===== src/rtl/arm_shift_pipe.sv =====
// -----------------------------------------------------------------------------
// arm_shift_pipe
//
// Pipelined ARM shifter-operand unit. It takes Rm, a shift type and an
// immediate- or register-specified amount, plus the current C flag. It
// produces the shifted operand and the shifter carry-out with full ARM
// semantics: LSL/LSR/ASR/ROR, RRX, and the #32, >32 and Rs[7:0]==0 cases.
//
// Every case is reduced at the input to one common form:
//   result = rotate_right(pre, rot)
// where "pre" is the operand with the bits that will end up as fill
// (zeros or sign) already overwritten. Those are the bits that a logical or
// arithmetic shift would discard. The carry-out is a single bit of the
// accepted operand, so it is resolved at the input as well. The
// log2(WIDTH) rotate mux levels are then split evenly across the
// PIPE_STAGES registered stages. All special-case decisions therefore
// travel with the op, and a stall cannot alter a result.
//
// Ports:
//   clk        rising-edge clock
//   rst_n      asynchronous active-low reset
//   flush      synchronous pipeline kill (clears every valid bit)
//   in_valid   / in_ready   input handshake
//   in_data    operand (Rm)
//   in_type    00 LSL, 01 LSR, 10 ASR, 11 ROR
//   in_imm     1 = immediate amount in_amt[4:0], 0 = register amount
//   in_amt     shift amount
//   in_cin     current C flag
//   out_valid  / out_ready  output handshake
//   out_data   shifted result
//   out_cout   shifter carry-out
//   perf_ops   (SHIFT_PERF_EN only) count of output transfers
//   perf_stall (SHIFT_PERF_EN only) count of cycles with out_valid && !out_ready
//
// Optional feature macro: SHIFT_PERF_EN adds the two 32-bit perf counters.
// -----------------------------------------------------------------------------
module arm_shift_pipe #(
    parameter int WIDTH       = 32,
    parameter int AMT_W       = 8,
    parameter int PIPE_STAGES = 2
) (
    input  logic             clk,
    input  logic             rst_n,
    input  logic             flush,
    input  logic             in_valid,
    output logic             in_ready,
    input  logic [WIDTH-1:0] in_data,
    input  logic [1:0]       in_type,
    input  logic             in_imm,
    input  logic [AMT_W-1:0] in_amt,
    input  logic             in_cin,
    output logic             out_valid,
    input  logic             out_ready,
    output logic [WIDTH-1:0] out_data,
    output logic             out_cout
`ifdef SHIFT_PERF_EN
    ,
    output logic [31:0]      perf_ops,
    output logic [31:0]      perf_stall
`endif
);

    localparam int LW = $clog2(WIDTH);
    // Amount width wide enough to also hold the 5-bit immediate field
    localparam int EW = (AMT_W > 5) ? AMT_W : 5;

    typedef enum logic [1:0] {
        SH_LSL = 2'b00,
        SH_LSR = 2'b01,
        SH_ASR = 2'b10,
        SH_ROR = 2'b11
    } shift_t;

    // Rotate right by 2**lvl (one mux level of the barrel rotator)
    function automatic logic [WIDTH-1:0] rotr_pow2(input logic [WIDTH-1:0] d, input int lvl);
        int n;
        n = 32'sd1 << lvl;
        return (d >> n) | (d << (WIDTH - n));
    endfunction

    // Pipeline stage that owns rotate level lvl; spreads levels evenly
    function automatic int level_stage(input int lvl);
        return (lvl * PIPE_STAGES) / LW;
    endfunction

    // ------------------------------------------------------------------
    // Input decode
    // ------------------------------------------------------------------
    logic [EW-1:0]    amt_ext_s;
    logic [EW-1:0]    amt_s;
    logic [LW-1:0]    amod_s;
    logic [LW-1:0]    amod_m1_s;
    logic [LW-1:0]    amod_neg_s;
    logic             zero_s;
    logic             lt_s;
    logic             eq_s;
    logic             sign_s;
    logic [WIDTH-1:0] pm_s;
    logic             fill_s;
    logic [LW-1:0]    dec_rot_s;
    logic             dec_cout_s;
    logic [WIDTH-1:0] pre_s;

    // Amount selection and range classification
    always_comb begin
        amt_ext_s  = EW'(in_amt);
        if (in_imm) begin
            amt_s = EW'(amt_ext_s[4:0]);
        end else begin
            amt_s = amt_ext_s;
        end
        amod_s     = amt_s[LW-1:0];
        amod_m1_s  = amod_s - {{(LW-1){1'b0}}, 1'b1};
        amod_neg_s = {LW{1'b0}} - amod_s;
        zero_s     = (amt_s == {EW{1'b0}});
        lt_s       = (amt_s <  EW'(WIDTH));
        eq_s       = (amt_s == EW'(WIDTH));
        sign_s     = in_data[WIDTH-1];
    end

    // Special-case resolution: pre-rotation fill mask, fill bit, rotate amount, carry
    always_comb begin
        pm_s       = {WIDTH{1'b0}};
        fill_s     = 1'b0;
        dec_rot_s  = {LW{1'b0}};
        dec_cout_s = in_cin;
        if (in_imm && zero_s) begin
            // Immediate #0 encodes LSL #0, LSR #32, ASR #32 and RRX
            case (shift_t'(in_type))
                SH_LSL: begin
                    dec_cout_s = in_cin;
                end
                SH_LSR: begin
                    pm_s       = {WIDTH{1'b1}};
                    dec_cout_s = sign_s;
                end
                SH_ASR: begin
                    pm_s       = {WIDTH{1'b1}};
                    fill_s     = sign_s;
                    dec_cout_s = sign_s;
                end
                SH_ROR: begin
                    // RRX: bit 0 becomes C, then rotate right by one
                    pm_s       = {{(WIDTH-1){1'b0}}, 1'b1};
                    fill_s     = in_cin;
                    dec_rot_s  = {{(LW-1){1'b0}}, 1'b1};
                    dec_cout_s = in_data[0];
                end
                default: begin
                    dec_cout_s = in_cin;
                end
            endcase
        end else if (zero_s) begin
            // Register amount of zero: pass through for every type
            dec_cout_s = in_cin;
        end else begin
            case (shift_t'(in_type))
                SH_LSL: begin
                    if (lt_s) begin
                        // The top a bits are shifted out; they wrap to the bottom as zeros
                        pm_s       = ~({WIDTH{1'b1}} >> amod_s);
                        dec_rot_s  = amod_neg_s;
                        dec_cout_s = in_data[amod_neg_s];
                    end else if (eq_s) begin
                        pm_s       = {WIDTH{1'b1}};
                        dec_cout_s = in_data[0];
                    end else begin
                        pm_s       = {WIDTH{1'b1}};
                        dec_cout_s = 1'b0;
                    end
                end
                SH_LSR: begin
                    if (lt_s) begin
                        pm_s       = ~({WIDTH{1'b1}} << amod_s);
                        dec_rot_s  = amod_s;
                        dec_cout_s = in_data[amod_m1_s];
                    end else if (eq_s) begin
                        pm_s       = {WIDTH{1'b1}};
                        dec_cout_s = sign_s;
                    end else begin
                        pm_s       = {WIDTH{1'b1}};
                        dec_cout_s = 1'b0;
                    end
                end
                SH_ASR: begin
                    if (lt_s) begin
                        pm_s       = ~({WIDTH{1'b1}} << amod_s);
                        fill_s     = sign_s;
                        dec_rot_s  = amod_s;
                        dec_cout_s = in_data[amod_m1_s];
                    end else begin
                        pm_s       = {WIDTH{1'b1}};
                        fill_s     = sign_s;
                        dec_cout_s = sign_s;
                    end
                end
                SH_ROR: begin
                    if (amod_s == {LW{1'b0}}) begin
                        // Multiple of WIDTH: data unchanged, carry is the MSB
                        dec_cout_s = sign_s;
                    end else begin
                        dec_rot_s  = amod_s;
                        dec_cout_s = in_data[amod_m1_s];
                    end
                end
                default: begin
                    dec_cout_s = in_cin;
                end
            endcase
        end
        pre_s = (in_data & ~pm_s) | (pm_s & {WIDTH{fill_s}});
    end

    // ------------------------------------------------------------------
    // Stage handshake
    // ------------------------------------------------------------------
    logic [PIPE_STAGES-1:0] valid_q;
    logic [PIPE_STAGES-1:0] valid_d;
    logic [PIPE_STAGES-1:0] load_s;
    logic [PIPE_STAGES-1:0] unload_s;
    logic [PIPE_STAGES-1:0] up_valid_s;
    logic [PIPE_STAGES-1:0] en_s;

    // Per-stage load/advance decisions, walked from the output back to the input
    always_comb begin
        load_s     = {PIPE_STAGES{1'b0}};
        unload_s   = {PIPE_STAGES{1'b0}};
        up_valid_s = {PIPE_STAGES{1'b0}};
        en_s       = {PIPE_STAGES{1'b0}};
        valid_d    = valid_q;
        unload_s[PIPE_STAGES-1] = valid_q[PIPE_STAGES-1] & out_ready;
        for (int s = PIPE_STAGES - 1; s > 0; s--) begin
            load_s[s]     = ~valid_q[s] | unload_s[s];
            unload_s[s-1] = valid_q[s-1] & load_s[s];
        end
        load_s[0]     = ~valid_q[0] | unload_s[0];
        in_ready      = load_s[0] & ~flush;
        up_valid_s[0] = in_valid & in_ready;
        for (int s = 1; s < PIPE_STAGES; s++) begin
            up_valid_s[s] = valid_q[s-1];
        end
        for (int s = 0; s < PIPE_STAGES; s++) begin
            en_s[s] = load_s[s] & up_valid_s[s] & ~flush;
            if (flush) begin
                valid_d[s] = 1'b0;
            end else if (load_s[s]) begin
                valid_d[s] = up_valid_s[s];
            end else begin
                valid_d[s] = valid_q[s];
            end
        end
    end

    // ------------------------------------------------------------------
    // Datapath stages
    // ------------------------------------------------------------------
    logic [WIDTH-1:0] data_q     [PIPE_STAGES];
    logic [WIDTH-1:0] data_d     [PIPE_STAGES];
    logic [LW-1:0]    rot_q      [PIPE_STAGES];
    logic             cout_q     [PIPE_STAGES];
    logic [WIDTH-1:0] src_data_s [PIPE_STAGES];
    logic [LW-1:0]    src_rot_s  [PIPE_STAGES];
    logic             src_cout_s [PIPE_STAGES];

    // Stage inputs: decode feeds stage 0, each later stage takes its predecessor
    always_comb begin
        src_data_s[0] = pre_s;
        src_rot_s[0]  = dec_rot_s;
        src_cout_s[0] = dec_cout_s;
        for (int s = 1; s < PIPE_STAGES; s++) begin
            src_data_s[s] = data_q[s-1];
            src_rot_s[s]  = rot_q[s-1];
            src_cout_s[s] = cout_q[s-1];
        end
    end

    // Rotate levels owned by each stage
    always_comb begin
        for (int s = 0; s < PIPE_STAGES; s++) begin
            data_d[s] = src_data_s[s];
            for (int j = 0; j < LW; j++) begin
                if ((level_stage(j) == s) && src_rot_s[s][j]) begin
                    data_d[s] = rotr_pow2(data_d[s], j);
                end else begin
                    data_d[s] = data_d[s];
                end
            end
        end
    end

    // Stage registers; a stage only captures when a valid op moves into it
    always_ff @(posedge clk or negedge rst_n) begin
        if (!rst_n) begin
            valid_q <= {PIPE_STAGES{1'b0}};
            for (int s = 0; s < PIPE_STAGES; s++) begin
                data_q[s] <= {WIDTH{1'b0}};
                rot_q[s]  <= {LW{1'b0}};
                cout_q[s] <= 1'b0;
            end
        end else begin
            valid_q <= valid_d;
            for (int s = 0; s < PIPE_STAGES; s++) begin
                if (en_s[s]) begin
                    data_q[s] <= data_d[s];
                    rot_q[s]  <= src_rot_s[s];
                    cout_q[s] <= src_cout_s[s];
                end
            end
        end
    end

    assign out_valid = valid_q[PIPE_STAGES-1];
    assign out_data  = data_q[PIPE_STAGES-1];
    assign out_cout  = cout_q[PIPE_STAGES-1];

`ifdef SHIFT_PERF_EN
    logic [31:0] perf_ops_q;
    logic [31:0] perf_stall_q;

    // Transfer and stall counters; untouched by flush, wrap naturally
    always_ff @(posedge clk or negedge rst_n) begin
        if (!rst_n) begin
            perf_ops_q   <= 32'd0;
            perf_stall_q <= 32'd0;
        end else begin
            if (out_valid && out_ready) begin
                perf_ops_q <= perf_ops_q + 32'd1;
            end
            if (out_valid && !out_ready) begin
                perf_stall_q <= perf_stall_q + 32'd1;
            end
        end
    end

    assign perf_ops   = perf_ops_q;
    assign perf_stall = perf_stall_q;
`else
    // Performance counters are not built in this configuration.
`endif

endmodule


===== config.mk =====
export PLATFORM = sky130hd
export DESIGN_NAME = arm_shift_pipe
export DESIGN_NICKNAME = d
export VERILOG_FILES = /design/src/rtl/arm_shift_pipe.sv
export SDC_FILE = /design/constraint.sdc
export NUM_CORES = 1
export LEC_CHECK = 0
export ABC_AREA = 0
export CAP_MARGIN = 30
export CELL_PAD_IN_SITES_DETAIL_PLACEMENT = 1
export CELL_PAD_IN_SITES_GLOBAL_PLACEMENT = 2
export CORE_MARGIN = 4
export CORE_UTILIZATION = 40
export CTS_BUF_LIST = sky130_fd_sc_hd__clkbuf_4
export DETAILED_ROUTE_END_ITERATION = 7
export GPL_TIMING_DRIVEN = 0
export PLACE_DENSITY_LB_ADDON = 0.1
export REMOVE_ABC_BUFFERS = 1
export SYNTH_ARGS = -nofsm -noshare
export SYNTH_HDL_FRONTEND = slang
export SYNTH_SLANG_ARGS = --single-unit
export TNS_END_PERCENT = 30

===== constraint.sdc =====
create_clock -name clk -period 4 [get_ports clk]
set_input_delay 0.4 -clock clk [delete_from_list [all_inputs] [get_ports clk]]
set_output_delay 0.4 -clock clk [all_outputs]
set_load 0.03 [all_outputs]

Yosys cells after proc, flatten, opt, wreduce, memory -nomap -nowiden
Index checks and enable logic that the tools add are counted.
Widths: inputs -> output; s select.
{ "totals": {"register_bits": 73, "elab_cells": 89, "input_bits": 49, "output_inout_bits": 35} }
{ "op_classes": {"eq_ne": 4, "mux": 41, "order_cmp": 3, "n_shift": 2, "n_reduce_logical": 7, "addsub": 2, "bitwise": 23} }
{ "ops": {"columns": ["operator", "count"], "rows": [
  ["$mux 32", 9],
  ["$pmux 32 s2", 2],
  ["$not 32->32", 3],
  ["$and 32x32->32", 2],
  ["$or 16x32->32", 1],
  ["$or 24x32->32", 1],
  ["$or 28x32->32", 1],
  ["$or 30x32->32", 1],
  ["$or 31x32->32", 1],
  ["$or 32x32->32", 1],
  ["$shl 32x5->32 const A", 1],
  ["$shr 32x5->32 const A", 1],
  ["$mux 5", 5],
  ["$mux 1", 18],
  ["$pmux 5 s3", 1],
  ["$lt 5x6->1 const B", 2],
  ["$bmux 1 s5", 2],
  ["$eq 8x6->1 const B", 1],
  ["$logic_not 8->1", 1],
  ["$lt 8x6->1 const B", 1],
  ["$mux 8", 1],
  ["$and 1x1->1", 7],
  ["$logic_not 5->1", 1],
  ["$sub 1x5->5 const A", 1],
  ["12 further kinds", 17]
]} }

Logic depth before layout (Yosys ltp)
Gate-level depths: netlist of the first run.
{ "logic_depth": {"ltp_word": 16, "ltp_mapped": 16, "ltp_nobuf": 12} }

Worst setup path after synthesis of the first run
No wires, ideal clock.
{ "synth_timing": {"kind": "input-to-reg", "start": "input port in_amt[0]", "end": "register data_q[45] (netlist bit)", "required_time_ns": 3.875, "arrival_time_ns": 3.315, "setup_ns": 0.125, "setup_slack_ns": 0.560, "path_stages": 14, "cell_sequence": "buf_2 -> inv_1 -> ha_1 -> inv_1 -> nor3_1 -> ha_1 -> nand2b_1 -> clkbuf_1 -> a211oi_4 -> o21ai_2 -> o32a_1 -> and2_0 -> mux4_2 -> mux2_4"} }
{ "synth_via": {"elab_chain_len": 16} }
{ "synth_lines": {"columns": ["element", "line", "rtl"], "rows": [
  ["from (decl)", "50", "input logic [AMT_W-1:0] in_amt,"],
  ["$mux 8 (*)", "107", "if (in_imm) begin"],
  ["$shl 32x5->32 / $shr 32x5->32 (equally long branches)", "174, 187, 161", null],
  ["$not 32->32, on equally long branches", "174, 187, 161", null],
  ["$mux 32, on equally long branches", "186, 159", null],
  ["$pmux 32 s2", "157", "case (shift_t'(in_type))"],
  ["$mux 32", "153", "end else if (zero_s) begin"],
  ["$mux 32", "127", "if (in_imm && zero_s) begin"],
  ["$not 32->32", "211", "pre_s = (in_data & ~pm_s) | (pm_s & {WIDTH{fill_s}});"],
  ["$and 32x32->32", "211", null],
  ["$or 32x32->32", "211", null],
  ["$or 31x32->32", "78", "return (d >> n) | (d << (WIDTH - n));"],
  ["$mux 32", "282", "if ((level_stage(j) == s) && src_rot_s[s][j]) begin"],
  ["$or 30x32->32", "78", null],
  ["$mux 32", "282", null],
  ["$or 28x32->32", "78", null],
  ["$mux 32 (*)", "282", null],
  ["to (signal, indexed assignment)", "296", "data_q[s] <= {WIDTH{1'b0}};"],
  ["to (signal, indexed assignment)", "304", "data_q[s] <= data_d[s];"],
  ["to (decl)", "257", "logic [WIDTH-1:0] data_q [PIPE_STAGES];"]
]} }
Mark *: on every way between the ends. The rest lies on a longest branch, timed or not.
A chain may end at the register's enable or synchronous reset.

Worst setup path after layout of the first run
{ "layout_timing": {"start": "input port in_amt[4]", "end": "register data_q[47] (netlist bit)"} }
The elaborated chain is that of the path after synthesis.

==> implementation parameters, run 1 <==
Parameter                              Value

Clock tree
  Bufs on Longest Clock Path ... 2
  Clock transition time at the flip-flop clock pins of the worst setup and hold paths ... around 0.15 ns
  Number of H-tree levels ... 3
  Clk_lat worst skew ... 0.46 ns
  Num CTS Buffers ... 9
  CTS tree ... built
  Clock Root Buffer ... sky130_fd_sc_hd__clkbuf_4
  Total clock sinks ... 70

Layout
  Commonest non-fill, non-tap cells in the layout ... 76 x sky130_fd_sc_hd__clkdlybuf4s50_1, 69 x sky130_fd_sc_hd__dfrtp_1, 53 x sky130_fd_sc_hd__mux4_2
  Most common library cell in the layout ignoring fill and taps ... sky130_fd_sc_hd__clkdlybuf4s50_1
  Utilization after layout ... 0.476
  Signed area change from the synthesized netlist to the final layout ... 16.4%
  Fraction of final layout cells with drive strength greater than 1 ... 0.239
  Number of nets in the layout ... 806
  Fin cells ... between 900 and 1000

STA
  Final Hold Vio Count ... 0
  Worst-case clock skew ... ~0.036 ns
  Final Setup Violations ... 0
  Max Fclk ... 255 MHz
  Final cycle utilization of the critical path ... 0.982
  Tmin final ... just under 4 ns
  Total count of max-transition violations in the final report ... 0
  RSZ-0062 raised after global routing ... no
  Slew margin rel. ... 0.336
  Transition time at the pin with the least slew margin ... between 0.9 and 1 ns

Drt
  Post-DRT Antenna Nets ... 0
  WL final ... roughly 28000 um
  Total via count in the routed design ... ~6700
  DRC violation total after the first TritonRoute iteration ... approximately 560
  Routed wire length per instance ... 28.3 um
  # DRC ... 0
  Total iterations of the first detailed-routing run ... 5
  Number of vias per cell ... ~7

Power
  Combinational share of power ... 0.535
  Power density relative to cell area ... ~440 nW/um2
  Clock network fraction of total power ... 0.153
  Net switching fraction of the power ... 0.419
  Worst vdd rail ir drop ... around 0.00031 V
  Static leakage power ... ~3.2 nW
  Cell internal pwr ... around 0.0021 W
  Switching component of the power ... approximately 0.0015 W
  Power share of the sequential group ... 0.311

Logic synthesis
  Dominant synthesized flop cell ... sky130_fd_sc_hd__dfrtp_1
  Cells taking the most area after synthesis ... sky130_fd_sc_hd__dfrtp_1 25%, sky130_fd_sc_hd__mux4_2 17%, sky130_fd_sc_hd__mux2_2 7.9%
  Gate count of the mapped netlist ... 730
  Share of Yosys cell area claimed by the top area cell type ... 0.247
  Synth cell types ... 75
  Post-synth design cell area ... 7090 um2
  Sequential share of the synthesized area ... 0.247
  Synth warn ... 0
  Flops & latches, synth ... 70
  Synth async-reset ratio ... 1.00
  Number of enable-type register cells in the synthesized netlist ... 0
  Dominant cell type by area after synthesis ... sky130_fd_sc_hd__dfrtp_1
  Mean post-synth cell area ... approximately 10 um2

Setup path
  Arrival time of the worst setup path ... 4.28 ns
  Top cell family by delay on the critical path ... compound AO/OA/AOI/OAI gates
  Cell Chain, Critical Path ... clkdlybuf4s15_2, clkinv_1, ha_1, nand2b_2, a221o_2, buf_16, mux2_2, a211oi_2, a2bb2oi_1, mux2_2, o21ai_0
  Required time of the critical path ... roughly 4.4 ns
  Startpoint Class ... input pin
  Count of buffer and inverter cells on the critical path ... 3
  CP max-delay cell ... sky130_fd_sc_hd__clkdlybuf4s15_2
  FF-to-FF End ... data_q[44]$_DFFE_PN0P_
  Worst-case register-to-register setup slack ... 1.24 ns
  Delay of the slowest cell on the worst path ... about 0.59 ns
  Depth of the most critical reg-to-reg path ... 7
  CP Capture Type ... register
  Type of the worst setup path ... in -> reg
  R2R Path Start ... valid_q[1]$_DFFE_PN0P_
  Critical path fanouts, max ... 27
  Crit-path most repeated cell ... sky130_fd_sc_hd__mux2_2

Placed design
  Count of buffers inserted at the top-level ports ... 83
  Number of instances in the placed design ... ~950
  Total half-perimeter wirelength after legalization and detailed placement ... 21300 um
  Final GP Congestion ... approximately 0.96

Floorplan
  Die width ... between 100 and 150 um
  Top-Level Pins ... between 80 and 90
  Floorplan Core Area ... approximately 17000 um2
  Initial standard-cell utilization of the core ... 0.409
  Die Y-Extent ... ~140 um
  Standard-cell rows ... 48
  Total Die Area ... between 15000 and 20000 um2

Run status
  Run status ... finished, final reports clean

Global routing
  Largest net degree at the start of global routing ... 71
  Number of antenna violations at the first check in global routing ... 1
  Global-route wire length before repair ... around 43000 um
  Vias in the first global route ... slightly below 7000
  Final global-route overflow total ... 0
  Total routing usage reported by global routing ... 0.277

Flow run
  Number of max-cap violations ... 0

Worst hold path
  Hold Path Class ... in -> async
==> layout make-up <==
type                    instances  area (um2)
diodes                          1        2.50
clock buffers                   9        67.6
clock inverters                 7         104
fillers                      1925        9100
inverters                      12        45.0
multi-input cells             550        4890
flip-flops and latches         70        1750
well taps                     225         282
repair buffers                104        1120
==> cells in the mapped netlist (4+ instances only) <==
| cell | count |
|---|---|
| sky130_fd_sc_hd__nand2_1 | 47 |
| sky130_fd_sc_hd__a221o_1 | 15 |
| sky130_fd_sc_hd__nand4b_1 | 5 |
| sky130_fd_sc_hd__dfrtp_1 | 70 |
| sky130_fd_sc_hd__a2bb2oi_1 | 4 |
| sky130_fd_sc_hd__a21o_1 | 6 |
| sky130_fd_sc_hd__ha_1 | 10 |
| sky130_fd_sc_hd__nand3_1 | 20 |
| sky130_fd_sc_hd__a22oi_1 | 5 |
| sky130_fd_sc_hd__inv_1 | 10 |
| sky130_fd_sc_hd__nor2b_1 | 6 |
| sky130_fd_sc_hd__buf_4 | 34 |
| sky130_fd_sc_hd__mux2i_1 | 32 |
| sky130_fd_sc_hd__nor3_1 | 12 |
| sky130_fd_sc_hd__mux2_2 | 50 |
| sky130_fd_sc_hd__a221oi_1 | 8 |
| sky130_fd_sc_hd__a31oi_1 | 8 |
| sky130_fd_sc_hd__a2111oi_0 | 9 |
| sky130_fd_sc_hd__clkbuf_1 | 40 |
| sky130_fd_sc_hd__o311ai_0 | 6 |
| sky130_fd_sc_hd__o221ai_1 | 12 |
| sky130_fd_sc_hd__o22ai_1 | 19 |
| sky130_fd_sc_hd__buf_2 | 10 |
| sky130_fd_sc_hd__mux4_2 | 53 |
| sky130_fd_sc_hd__a211oi_1 | 7 |
| sky130_fd_sc_hd__o211ai_1 | 18 |
| sky130_fd_sc_hd__a211o_1 | 4 |
| sky130_fd_sc_hd__nor2_1 | 50 |
| sky130_fd_sc_hd__nand2b_1 | 8 |
| sky130_fd_sc_hd__o211a_1 | 4 |
| sky130_fd_sc_hd__and2_1 | 8 |
| sky130_fd_sc_hd__a21oi_1 | 26 |
| sky130_fd_sc_hd__buf_1 | 12 |
| sky130_fd_sc_hd__o21ai_0 | 37 |
==> through the flow <==
step	cell area [um2]	power (W)	setup WS (ns)	hold WS [ns]	TNS, ns
after floorplan	6570	0.00229	-0.538	0.104	-5.40
final	8260	0.00366	0.0713	0.503	0
after CTS	8090	0.00366	-0.00135	0.0586	-0.00135
after detailed placement	7870	0.00308	-1.38	0.496	-37.03
after global placement	7680	0.00298	-3.85	0.489	-101.96
after global routing	8260	0.00386	0.0239	0.495	0
==> repair_timing <==
| item | 4_1_cts | 5_1_grt |
|---|---|---|
| setup endpoints to repair | 32 | 28 |
| setup buffers | 0 | 7 |
| endpoints found under the hold margin | 0 | 70 |
| pin swaps | 0 | 2 |
| gates resized for setup | 24 | 15 |
| hold buffers | 0 | 1 |
==> layer usage <==
| metal | share of wire | vias to the layer above | track usage |
|---|---|---|---|
| met2 | 0.47 | 278 | 0.434 |
| met3 | 0.072 | 32 | 0.0431 |
| met5 | 0 | - | 0 |
| li1 | - | 2890 | - |
| met4 | 0.019 | 0 | 0.0643 |
| met1 | 0.44 | 3477 | 0.404 |
==> worst max-delay path by stage <==
stage / from / to / slack, ns / cells after the start
after floorplan: in_type[0] / data_q[59]$_DFFE_PN0P_ / -0.54 / 9
after global placement: in_amt[0] / data_q[63]$_DFFE_PN0P_ / -3.85 / 12
after detailed placement: in_amt[0] / data_q[47]$_DFFE_PN0P_ / -1.38 / 13
after CTS: in_amt[0] / data_q[47]$_DFFE_PN0P_ / -0.001 / 15
after global routing: in_type[0] / data_q[39]$_DFFE_PN0P_ / 0.02 / 10
final: in_amt[4] / data_q[47]$_DFFE_PN0P_ / 0.07 / 11
==> sequential cells by signal, summed over array words and instances, names as in the netlist <==
name	cells
rot_q	2
out_cout	1
valid_q	2
data_q	32
out_data	32
cout_q	1
==> power by group through the flow <==
stage,clock [W],combinational (W),sequential [W]
floorplan,0,0.000855,0.00143
global placement,0,0.00182,0.00116
detailed placement,0,0.00190,0.00118
CTS,0.000577,0.00192,0.00116
global route,0.000609,0.00207,0.00118
finish,0.000562,0.00196,0.00114
==> tightest hold or removal path, stage by stage <==
cell and delay, ns:
sky130_fd_sc_hd__dlygate4sd3_1 0.53, sky130_fd_sc_hd__buf_4 0.13, sky130_fd_sc_hd__buf_16 0.30
==> cells by family (layout without fill, tap and decap cells) <==
group / after synthesis / in the layout / synth area share
AO/OA/AOI/OAI: 227 / 227 / 0.239
other: 0 / 1 / 0
AND/OR/NAND/NOR: 176 / 176 / 0.120
buffers and inverters: 110 / 132 / 0.0801
multiplexers: 136 / 136 / 0.295
adder cells (fa/ha/maj): 10 / 10 / 0.0176
XOR/XNOR: 1 / 1 / 0.00124
flip-flops: 70 / 70 / 0.247
Note: power is estimated with default switching activity, not from simulation.
==> run 2, diff against run 1 <==
Settings changed: TNS_END_PERCENT 30 to 10.
==> run 2 against run 1 <==
Clock power is essentially flat; final cell count unchanged; sequential power about the same; critical endpoint unchanged; largest cell class unchanged; critical path type unchanged; count of clock-buffer cells in the layout did not move; clock skew rose by 0.0024 ns; critical path depth did not move; setup slack better by 0.055 ns; fmax increased by 1.4%; register-to-register slack about the same.
==> implementation parameters, run 2 (synthesized netlist as in run 1, its figures left out) <==
Parameter                              Value

Setup path
  Required time of the critical path ... 4.36 ns (about the same)
  R2R Path Start ... valid_q[1]$_DFFE_PN0P_
  Count of buffer and inverter cells on the critical path ... 3 (unchanged)
  Delay of the slowest cell on the worst path ... 0.57 ns (-0.02 ns)
  Arrival time of the worst setup path ... 4.23 ns (-0.05 ns)
  CP Capture Type ... register
  Top cell family by delay on the critical path ... compound AO/OA/AOI/OAI gates
  Startpoint Class ... input pin
  Critical path fanouts, max ... 27 (unchanged)
  Crit-path most repeated cell ... sky130_fd_sc_hd__mux2_2
  Cell Chain, Critical Path ... clkdlybuf4s15_2, clkinv_1, ha_1, nand2b_2, a221o_2, buf_16, mux2_2, a211oi_2, a2bb2oi_1, mux2_2, o21ai_0
  CP max-delay cell ... sky130_fd_sc_hd__clkdlybuf4s15_2
  Type of the worst setup path ... in -> reg
  Worst Setup SP ... in_amt[4]

STA
  Total count of max-transition violations in the final report ... 0 (unchanged)
  Fin Setup TNS ... 0 ns (unchanged)
  Worst hold margin ... 0.502 ns (-0.00151 ns)
  RSZ-0062 raised after global routing ... no
  Post-route worst setup slack ... 0.126 ns (+0.0550 ns)
  Final Hold Vio Count ... 0 (unchanged)
  Slew margin rel. ... 0.322 (-0.0145)
  Worst-case clock skew ... 0.0381 ns (+0.00240 ns)
  Max Fclk ... 258 MHz (+1.4%)
  Tmin final ... 3.87 ns (-0.0550 ns)
  Final cycle utilization of the critical path ... 0.968 (-0.0138)
  Final Setup Violations ... 0 (unchanged)
  Transition time at the pin with the least slew margin ... 1.00 ns (+0.0214 ns)

Power
  Static leakage power ... 3.23 nW (about the same)
  Power share of the sequential group ... 0.311 (about the same)
  Worst vdd rail ir drop ... 0.000314 V (-0.11%)
  Net switching fraction of the power ... 0.419 (about the same)
  Power density relative to cell area ... 443 nW/um2 (about the same)
  Combinational share of power ... 0.536 (about the same)
  Switching component of the power ... 0.00153 W (about the same)
  Cell internal pwr ... 0.00213 W (about the same)
  Clock network fraction of total power ... 0.153 (about the same)

Layout
  Number of nets in the layout ... 806 (unchanged)
  Commonest non-fill, non-tap cells in the layout ... 76 x sky130_fd_sc_hd__clkdlybuf4s50_1, 69 x sky130_fd_sc_hd__dfrtp_1, 53 x sky130_fd_sc_hd__mux4_2
  Fin cells ... 978 (unchanged)
  Layout Cell Area excl Fill ... 8260 um2 (about the same)
  Filler instances ... 1926 (+0.052%)
  Most common library cell in the layout ignoring fill and taps ... sky130_fd_sc_hd__clkdlybuf4s50_1
  Fraction of final layout cells with drive strength greater than 1 ... 0.241 (+0.00133)
  Signed area change from the synthesized netlist to the final layout ... 16.5% (about the same)

Floorplan
  Die width ... 141 um (unchanged)
  Top-Level Pins ... 84 (unchanged)
  Standard-cell rows ... 48 (unchanged)
  Floorplan Core Area ... 17400 um2 (unchanged)
  Initial standard-cell utilization of the core ... 0.409 (unchanged)
  Total Die Area ... 19900 um2 (unchanged)
  Die Y-Extent ... 141 um (unchanged)

Clock tree
  Total clock sinks ... 70 (unchanged)
  Clock transition time at the flip-flop clock pins of the worst setup and hold paths ... 0.15 ns (about the same)
  Bufs on Longest Clock Path ... 2 (unchanged)
  Num CTS Buffers ... 9 (unchanged)
  Clk_lat worst skew ... 0.46 ns (about the same)
  CTS tree ... built
  Number of H-tree levels ... 3 (unchanged)
  Clock Root Buffer ... sky130_fd_sc_hd__clkbuf_4

Flow run
  Number of max-cap violations ... 0 (unchanged)

Drt
  Routed wire length per instance ... 28.2 um (-0.23%)
  WL final ... 27600 um (-0.23%)
  # DRC ... 0 (unchanged)
  DRC violation total after the first TritonRoute iteration ... 537 (-3.9%)
  Post-DRT Antenna Nets ... 0 (unchanged)
  Number of vias per cell ... 6.82 (-0.10%)
  Total iterations of the first detailed-routing run ... 7 (+2)
  Total via count in the routed design ... 6670 (-0.10%)

Placed design
  Worst setup slack after placement ... -1.38 ns (unchanged)
  Number of instances in the placed design ... 949 (unchanged)
  Count of buffers inserted at the top-level ports ... 83 (unchanged)
  Total half-perimeter wirelength after legalization and detailed placement ... 21300 um (unchanged)
  Dpl cell area ... 7870 um2 (unchanged)
  Final GP Congestion ... 0.962 (unchanged)

Run status
  Run status ... finished, final reports clean

Global routing
  Largest net degree at the start of global routing ... 71 (unchanged)
  Vias in the first global route ... 6826 (unchanged)
  Number of antenna violations at the first check in global routing ... 1 (unchanged)
  Global-route wire length before repair ... 42600 um (unchanged)
  Final global-route overflow total ... 0 (unchanged)
  Total routing usage reported by global routing ... 0.277 (unchanged)

Worst hold path
  Hold Path Class ... in -> async
run 2: changes by cell type in the layout (fill, tap and decap cells not counted):
cell and delta:
sky130_fd_sc_hd__a2111oi_1 -1, sky130_fd_sc_hd__a2111oi_2 +1
run 2: path summary, 6_finish.rpt:
path	end	slack, ns	depth (start not counted)
worst max register to register	data_q[44]$_DFFE_PN0P_	1.25	7
worst max-delay path	data_q[47]$_DFFE_PN0P_	0.13	11
worst min-delay path	out_data[2]$_DFFE_PN0P_	0.50	3
worst min register to register	out_data[6]$_DFFE_PN0P_	0.52	1
min in group clk	out_data[6]$_DFFE_PN0P_	0.52	1
max in group asynchronous	data_q[58]$_DFFE_PN0P_	3.20	3
run 2: layout make-up:
cell class                 count  area, um2  area share
sequential                    70       1750       0.212
antenna                        1       2.50    0.000303
clock buffer                   9       67.6     0.00818
multi-input combinational    550       4890       0.592
clock inverter                 7        104      0.0126
timing repair buffer         104       1120       0.136
tap                          225        282      0.0341
inverter                      12       45.0     0.00545
run 2: what timing repair did:
| item | CTS | global route |
|---|---|---|
| setup buffers | 0 | 7 |
| hold buffers | 0 | 1 |
| endpoints found under the setup margin | 32 | 28 |
| gates resized for setup | 24 | 16 |
| hold endpoints to repair | 0 | 70 |
| pin swaps | 0 | 2 |
run 2: power groups by stage:
| stage | Sequential, W | Combinational (W) | Clock [W] |
|---|---|---|---|
| 2_1_floorplan | 0.00143 | 0.000855 | 0 |
| 3_3_place_gp | 0.00116 | 0.00182 | 0 |
| 3_5_place_dp | 0.00118 | 0.00190 | 0 |
| 4_1_cts | 0.00116 | 0.00192 | 0.000577 |
| 5_1_grt | 0.00118 | 0.00207 | 0.000609 |
| 6_report | 0.00114 | 0.00196 | 0.000562 |
run 2: metal layers:
layer,vias to the layer above,wire length (um),share of wire,global-route usage
li1,2891,-,-,-
met1,3483,12300,0.45,0.404
met2,260,12900,0.47,0.434
met3,36,1770,0.064,0.0431
met4,0,588,0.021,0.0643
met5,-,0,0,0
run 2: worst min-delay path, delay by kind of cell:
kind	cells	cell delay, ns
buffers and inverters	3	0.96
run 2: metrics by stage:
step | utilization | power [W]
floorplan | - | 0.00229
global placement | 0.443 | 0.00298
detailed placement | 0.454 | 0.00308
CTS | 0.466 | 0.00366
global route | 0.476 | 0.00386
finish | 0.476 | 0.00366
==> run 3, diff against run 2 <==
Settings changed: CTS_CLUSTER_DIAMETER set to 40.
==> results of run 3 <==
The final DEF is identical to that of run 2; final timing and power are the same.
